`src/rtl/uart_rx_if.sv`:
```
// Byte-level valid/ready channel from the UART receiver to its consumer.
// The receiver drives the master side and the consumer drives the slave side.
interface uart_rx_if;
    logic [7:0] rx_data;
    logic       rx_valid;
    logic       rx_ready;

    modport master (output rx_data, output rx_valid, input rx_ready);
    modport slave  (input rx_data, input rx_valid, output rx_ready);
endinterface

```
`src/rtl/uart_rx.sv`:
```
// 8N1 UART receiver: synchronises rx, samples the middle of each bit and
// presents bytes on a valid/ready channel, flagging framing errors and overruns.
module uart_rx #(
    parameter int CLKS_PER_BIT = 16
) (
    input  logic      clk,
    input  logic      rst_n,
    input  logic      rx,
    uart_rx_if.master rx_bus,
    output logic      busy,
    output logic      frame_err,
    output logic      overrun
);

    localparam int HALF    = (CLKS_PER_BIT - 1) / 2;
    localparam int HALF_M1 = (HALF > 0) ? HALF - 1 : 0;
    localparam int CNT_W   = (CLKS_PER_BIT > 1) ? $clog2(CLKS_PER_BIT) : 1;
    localparam int BIT_W   = $clog2(9);

    localparam logic [CNT_W-1:0] LAST_CNT = CNT_W'(CLKS_PER_BIT - 1);
    localparam logic [CNT_W-1:0] HALF_CNT = CNT_W'(HALF_M1);
    localparam logic [BIT_W-1:0] LAST_BIT = BIT_W'(7);

    typedef enum logic [2:0] {
        IDLE,
        START,
        DATA,
        STOP,
        WAIT_IDLE
    } state_t;

    state_t            r_state;
    state_t            w_state_next;
    logic              r_sync1;
    logic              r_sync2;
    logic              w_rx_s;
    logic [CNT_W-1:0]  r_cnt;
    logic [CNT_W-1:0]  w_cnt_next;
    logic [BIT_W-1:0]  r_bit;
    logic [BIT_W-1:0]  w_bit_next;
    logic [7:0]        r_shift;
    logic [7:0]        w_shift_next;
    logic              w_tick;
    logic              w_load;
    logic              w_ovr;
    logic              w_ferr;
    logic [7:0]        r_data;
    logic              r_valid;
    logic              r_frame_err;
    logic              r_overrun;

    // Synchronisers idle high so reset never looks like a start bit.
    always_ff @(posedge clk or negedge rst_n) begin
        if (!rst_n) begin
            r_sync1 <= 1'b1;
            r_sync2 <= 1'b1;
        end else begin
            r_sync1 <= rx;
            r_sync2 <= r_sync1;
        end
    end

    assign w_rx_s = r_sync2;
    assign w_tick = (r_cnt == LAST_CNT);

    always_ff @(posedge clk or negedge rst_n) begin
        if (!rst_n) begin
            r_state <= IDLE;
            r_cnt   <= '0;
            r_bit   <= '0;
            r_shift <= '0;
        end else begin
            r_state <= w_state_next;
            r_cnt   <= w_cnt_next;
            r_bit   <= w_bit_next;
            r_shift <= w_shift_next;
        end
    end

    // r_cnt holds (cycles since last sample point - 1), so a terminal count of
    // CLKS_PER_BIT-1 lands exactly one bit period after the previous sample.
    always_comb begin
        w_state_next = r_state;
        w_cnt_next   = r_cnt;
        w_bit_next   = r_bit;
        w_shift_next = r_shift;
        w_load       = 1'b0;
        w_ovr        = 1'b0;
        w_ferr       = 1'b0;
        case (r_state)
            IDLE: begin
                if (!w_rx_s) begin
                    w_cnt_next   = '0;
                    w_bit_next   = '0;
                    w_state_next = (HALF == 0) ? DATA : START;
                end
            end
            START: begin
                if (r_cnt == HALF_CNT) begin
                    w_cnt_next   = '0;
                    w_state_next = w_rx_s ? IDLE : DATA;
                end else begin
                    w_cnt_next = r_cnt + 1'b1;
                end
            end
            DATA: begin
                if (w_tick) begin
                    w_cnt_next   = '0;
                    w_shift_next = {w_rx_s, r_shift[7:1]};
                    if (r_bit == LAST_BIT) begin
                        w_bit_next   = '0;
                        w_state_next = STOP;
                    end else begin
                        w_bit_next = r_bit + 1'b1;
                    end
                end else begin
                    w_cnt_next = r_cnt + 1'b1;
                end
            end
            STOP: begin
                if (w_tick) begin
                    w_cnt_next = '0;
                    if (w_rx_s) begin
                        w_state_next = IDLE;
                        if (!r_valid || rx_bus.rx_ready) begin
                            w_load = 1'b1;
                        end else begin
                            w_ovr = 1'b1;
                        end
                    end else begin
                        w_ferr       = 1'b1;
                        w_state_next = WAIT_IDLE;
                    end
                end else begin
                    w_cnt_next = r_cnt + 1'b1;
                end
            end
            WAIT_IDLE: begin
                if (w_rx_s) begin
                    w_state_next = IDLE;
                end
            end
            default: begin
                w_state_next = IDLE;
            end
        endcase
    end

    // A load on the accept cycle keeps rx_valid high for the new byte.
    always_ff @(posedge clk or negedge rst_n) begin
        if (!rst_n) begin
            r_data      <= '0;
            r_valid     <= 1'b0;
            r_frame_err <= 1'b0;
            r_overrun   <= 1'b0;
        end else begin
            r_frame_err <= w_ferr;
            r_overrun   <= w_ovr;
            if (w_load) begin
                r_data  <= r_shift;
                r_valid <= 1'b1;
            end else if (r_valid && rx_bus.rx_ready) begin
                r_valid <= 1'b0;
            end
        end
    end

    assign rx_bus.rx_data  = r_data;
    assign rx_bus.rx_valid = r_valid;
    assign busy            = (r_state != IDLE);
    assign frame_err       = r_frame_err;
    assign overrun         = r_overrun;

endmodule

```
`src/flat_wrapper.sv`:
```
// flat-port wrapper written by rule: the top's interface ports become plain ports
module uart_rx_flat 
#(
    parameter int CLKS_PER_BIT = 16
)
  (clk, rst_n, rx, busy, frame_err, overrun, rx_bus_rx_data, rx_bus_rx_valid, rx_bus_rx_ready);
  uart_rx_if rx_bus_i ();
  input  logic clk;
  input  logic rst_n;
  input  logic rx;
  output logic busy;
  output logic frame_err;
  output logic overrun;
  output wire logic [$bits(rx_bus_i.rx_data)-1:0] rx_bus_rx_data;
  output wire logic [$bits(rx_bus_i.rx_valid)-1:0] rx_bus_rx_valid;
  input wire logic [$bits(rx_bus_i.rx_ready)-1:0] rx_bus_rx_ready;
  assign rx_bus_rx_data = rx_bus_i.rx_data;
  assign rx_bus_rx_valid = rx_bus_i.rx_valid;
  assign rx_bus_i.rx_ready = rx_bus_rx_ready;
  uart_rx #(.CLKS_PER_BIT(CLKS_PER_BIT)) u_core (.clk(clk), .rst_n(rst_n), .rx(rx), .rx_bus(rx_bus_i), .busy(busy), .frame_err(frame_err), .overrun(overrun));
endmodule
```
`config.mk`:
```
export PLATFORM = sky130hd
export DESIGN_NAME = uart_rx_flat
export DESIGN_NICKNAME = d
export VERILOG_FILES = /design/src/rtl/uart_rx_if.sv /design/src/rtl/uart_rx.sv /design/src/flat_wrapper.sv
export SDC_FILE = /design/constraint.sdc
export NUM_CORES = 1
export LEC_CHECK = 0
export ABC_AREA = 1
export CORE_MARGIN = 3
export CORE_UTILIZATION = 60
export CTS_CLUSTER_SIZE = 20
export DETAILED_ROUTE_END_ITERATION = 10
export DONT_BUFFER_PORTS = 1
export PLACE_DENSITY_LB_ADDON = 0.25
export SLEW_MARGIN = 20
export SYNTH_ARGS = -nofsm -noshare
export SYNTH_HDL_FRONTEND = slang
export SYNTH_SLANG_ARGS = --single-unit
```
`constraint.sdc`:
```
create_clock -name clk -period 1.8 [get_ports clk]
set_clock_uncertainty 0.2 [all_clocks]
set_input_delay 0.18 -clock clk [delete_from_list [all_inputs] [get_ports clk]]
set_output_delay 0.18 -clock clk [all_outputs]
set_load 0.02 [all_outputs]
```
Word-level counts from Yosys, hierarchy flattened
Cells that the tools add are included.

Mux-type cells: 29. Add/subtract/negate cells: 2. Equal/unequal tests: 13. Reduce and logical (&&, ||, !) cells: 13.

Operators with widths (number): $mux 3 (7); $mux 4 (5); $pmux 3 s5 (1); $mux 1 (13); $pmux 4 s3 (1); $ne 2x1->1 const B (5); $add 4x1->4 const B (2); $eq 4x3->1 const B (2); $pmux 4 s2 (1); $eq 3x2->1 const B (2); $reduce_and 6->1 (1); $reduce_bool 3->1 (2); $eq 4x4->1 const B (1); $reduce_and 2->1 (2); $reduce_bool 2->1 (2); $eq 3x1->1 const B (1); $eq 3x3->1 const B (1); $logic_not 3->1 (1); $reduce_and 3->1 (1); $mux 2 (1); $ne 2x2->1 const B (1); $reduce_or 2->1 (1); $logic_and 1x1->1 (1); $logic_not 1->1 (1); $logic_or 1x1->1 (1).

Output and inout bits: 12. Register bits: 32.

Longest topological paths before layout
Depth after elaboration: 7. Depth in mapped cells: 9. Gate-level depth less buffers: 9.

Worst setup path after synthesis
OpenSTA, ideal clock, no wires.

Path type: register -> register. From: register u_core.r_cnt[1]. To: register u_core.r_data[6], in the netlist u_core.rx_bus.rx_data[6]. Clock period less this slack: 1.543 ns. Slack: 0.257 ns. Path buffers: 1. Library setup time: 0.118 ns. Stages on the path, launching flop included: 8. Data required time: 1.482 ns. Data arrival time: 1.225 ns. Path through: dfrtp_1 ha_1 nand2_2 nor2_4 nand4_4 buf_6 nand2_1 o21ai_2.

Longest elaborated chain between the ends: 3.

Ends and longest elaborated chain: from (decl) (line uart_rx.sv:37) `logic [CNT_W-1:0] r_cnt;`; from (signal assigned) (line uart_rx.sv:74) `r_cnt <= w_cnt_next;`; $eq 4x4->1 (line uart_rx.sv:64) `assign w_tick = (r_cnt == LAST_CNT);`; $mux 1 (line uart_rx.sv:121) `if (w_tick) begin`; $mux 1 (line uart_rx.sv:90) `case (r_state)`; to (signal assigned) (line uart_rx.sv:160) `r_data <= r_shift;`; to (decl) (line uart_rx.sv:47) `logic [7:0] r_data;`.

No other way between the ends. A chain may end at the register's enable or synchronous reset.

Worst setup path in the final report
From: register u_core.r_cnt[0]. To: register u_core.r_cnt[0].

Longest elaborated chain between the ends: 3. Elaborated cells on any way between the ends: 6. Those cells by class: 1 x add/sub; 2 x eq/ne; 3 x mux.

Ends and longest elaborated chain (line): $add 4x1->4 (tied with other cells) (uart_rx.sv:103, uart_rx.sv:117, uart_rx.sv:135); $mux 4, on equally long branches (uart_rx.sv:107, uart_rx.sv:121, uart_rx.sv:99); $pmux 4 s3 (*) (uart_rx.sv:90).

Every way passes the cells marked *; elsewhere a longest branch is shown, timed or not.

==> results.md <==
- Largest net degree at the start of global routing: 33
- Clk_lat worst skew: 0.34 ns
- # DRC: 0
- Cells along the critical path: ha_2 -> nand2_2 -> nor2_4 -> nor2_1 -> nor2_2 -> nand2_1 -> nand2_1 -> o21ai_0
- Met2 Usage GRT: 33.2%
- Worst-path fanout max: 4
- Clock Power Share: 27.9%
- PD cells: 1150 nW/µm²
- Num CTS Buffers: 5
- DRT iter0 DRCs: 56
- Vias in the first global route: 1153
- Cell taking the most area after synthesis: dfrtp_1
- Setup crit start kind: flip-flop
- Area grow syn2layout: 11.8%
- Largest stage delay, worst path: 0.40 ns
- GRT overflow: 0
- MaxCap Viol Count: 0
- RSZ-0062 raised after global routing: no
- Seq pwr share: 44.3%
- Global-route wire length before repair: 4910 µm
- # rows: 17
- Met1 Usage GRT: 23.4%
- Synth warn: 0
- Initial antenna violation count: 0
- Mapped cell area: 1510 µm²
- Crit path top cell by count: nand2_1
- Busiest layer in global routing: met2
- Non-filler cells, final: 213
- Arrival time worst endpoint: 1.72 ns
- H-tree depth: 2
- Commonest cells in the netlist: 44 x nand2_1, 30 x dfrtp_1, 26 x inv_1
- Fin. max-slew vios: 0
- Core ar.: 2300 µm²
- Switching portion of total power: 35.7%
- Critical setup path kind: flip-flop to flip-flop
- Vias/cell: 5.43
- Int Power: 1.25 mW
- Register area share after synthesis: 53.1%
- Synth area leaders: dfrtp_1 50%, nand2_1 11%, inv_1 6.5%, o21ai_0 5.6%, o21ai_2 4.6%
- Drt pass-1 iters: 4
- Status: finished clean
- Worst setup EP type: flip-flop
- Leak Pwr: 0.826 nW
- Gate Count Post-Synth: 173
- Die height: 56.2 µm
- Relative slew margins: 77.2%
- Fin util: 73.5%
- Nets: 191
- CTS tree: built
- Max Freq: 586 MHz
- Worst path slowest cell: dfrtp_1
- Clock slew at reported path FFs: 0.11 ns
- Routing usage on met3: 5.80%
- Final period util: 94.9%
- Sw power: 696 µW
- Fillers: 164
- Synthesized flop and latch total: 32
- IO Port Bufs: 0
- Req. time, crit path: 1.82 ns
- Width of the die: 56.2 µm
- Root Driver: clkbuf_4
- Top FF cell, synth: dfrtp_1
- Placed insts: 199
- Max clock buf depth: 2
- Final Hold Fails: 0
- Comb pwr share: 27.8%
- Final RePlAce weighted congestion: 0.804
- Total number of vias: 1157
- Worst IR Drop VDD: 983 µV
- Routed wire per std cell: 13.2 µm
- Die ar.: 3160 µm²
- Total GRT Usage: 19.9%
- Initial Util: 65.8%
- HP Class: input pin to asynchronous set/reset pin
- Dpl hpwl: 1970 µm
- Antenna Nets Post-Route: 0
- Top-count cell post-synth: nand2_1
- Setup violators final: 0
- Routed wire length: 2810 µm
- Setup TNS: 0 ns
- Post-synth EDFFs: 0
- Clock sink total: 32
- N_diodes: 0
- Post-synth net total: 180
- Layout cells sized above 1: 15.7%
- Async SR Flop Fraction: 100%
- Synth unique cells: 19
- Avg Inst Size Synth: 8.74 µm²
- Crit path time final: 1.71 ns
- Worst slew pin tran: 0.339 ns
- Boundary pin count: 16
- Top cell type's share of synthesized area: 49.7%
==> path summary, 6_finish.rpt <==
check / start / to / slack [ns] / cells past startpoint
worst max-delay path: u_core.r_cnt[0]$_DFFE_PN0P_ / u_core.r_cnt[0]$_DFFE_PN0P_ / 0.09 / 8
worst min-delay path: rst_n / u_core.rx_bus.rx_data[2]$_DFFE_PN0P_ / 0.08 / 2
worst max register to register: u_core.r_cnt[0]$_DFFE_PN0P_ / u_core.r_cnt[0]$_DFFE_PN0P_ / 0.09 / 8
worst min register to register: u_core.r_sync1$_DFF_PN1_ / u_core.r_sync2$_DFF_PN1_ / 0.16 / 0
max in group asynchronous: rst_n / u_core.r_sync1$_DFF_PN1_ / 1.08 / 2
min in group clk: u_core.r_sync1$_DFF_PN1_ / u_core.r_sync2$_DFF_PN1_ / 0.16 / 0
==> placed cells by master (no fill, tap or decap), types with 2 or more instances in the layout <==
| cell | netlist | routed |
|---|---|---|
| nor2_4 | 1 | 2 |
| ha_1 | 3 | 2 |
| dfstp_2 | 2 | 2 |
| buf_12 | 0 | 2 |
| nand2_1 | 44 | 44 |
| inv_1 | 26 | 26 |
| dlygate4sd3_1 | 0 | 3 |
| nor2_2 | 3 | 2 |
| o21ai_0 | 17 | 17 |
| xor2_1 | 3 | 3 |
| nor2_1 | 15 | 15 |
| nand2_2 | 2 | 2 |
| dfrtp_1 | 30 | 30 |
| nand3_1 | 12 | 12 |
| clkbuf_4 | 0 | 5 |
| o21ai_2 | 8 | 8 |
==> repair_timing <==
action,CTS,global route
setup endpoints to repair,0,12
hold buffers,4,0
buffers inserted,0,2
endpoints found under the hold margin,35,0
resized for setup,0,2
==> layout make-up <==
type / count / area, µm² / area share, %
Multi-Input combinational cell: 113 / 596 / 35.3
Clock inverter: 3 / 42.5 / 2.52
Timing Repair Buffer: 6 / 77.6 / 4.59
Tap cell: 28 / 35.0 / 2.07
Inverter: 26 / 97.6 / 5.78
Sequential cell: 32 / 803 / 47.6
Clock buffer: 5 / 37.5 / 2.22
==> critical path, delay by kind of cell (launching register included) <==
family | cells | cell delay, ns
DFF | 1 | 0.40
AOI/OAI and AO/OA | 1 | 0.07
and+or+nand+nor | 6 | 0.71
adders and majority gates | 1 | 0.23
==> per-stage QoR <==
stage / instance area, µm² / worst slack [ns] / power [mW] / hold slack, ns
floorplan: 1510 / 0.257 / 1.25 / -0.316
global placement: 1520 / 0.158 / 1.32 / -0.315
detailed placement: 1520 / 0.0674 / 1.35 / -0.315
CTS: 1650 / 0.0529 / 1.91 / 0.0681
global route: 1690 / 0.00259 / 2.07 / 0.0871
finish: 1690 / 0.0927 / 1.95 / 0.0771
==> power groups by stage <==
| stage | Sequential [mW] | Combinational [mW] | Clock (mW) |
|---|---|---|---|
| 2_1_floorplan | 0.858 | 0.388 | 0 |
| 6_report | 0.865 | 0.542 | 0.544 |
| 5_1_grt | 0.871 | 0.618 | 0.583 |
| 3_5_place_dp | 0.877 | 0.472 | 0 |
| 4_1_cts | 0.862 | 0.505 | 0.547 |
| 3_3_place_gp | 0.871 | 0.452 | 0 |
==> per-layer routing <==
layer	up-vias	wire [µm]
li1	566	-
met1	545	1210
met2	37	1370
met3	9	159
met4	0	68
met5	-	0
==> cell families (layout without fill, tap and decap cells) <==
group                    count (synthesis)  after routing  synth area share, %
AND/OR/NAND/NOR                         80             80                 23.6
flip-flops                              32             32                 53.1
buffers and inverters                   28             40                 7.95
AO/OA/AOI/OAI                           27             27                 11.1
adder cells (fa/ha/maj)                  3              3                 2.48
XOR/XNOR                                 3              3                 1.74
==> flip-flops by register name (all words and copies together) (netlist names) <==
name,cells
u_core.frame_err,1
u_core.overrun,1
u_core.r_bit,4
u_core.r_cnt,4
u_core.r_shift,8
u_core.r_state,3
u_core.r_sync1,1
u_core.r_sync2,1
u_core.rx_bus.rx_data,8
u_core.rx_bus.rx_valid,1
Note: power is estimated with default switching activity, not from simulation.
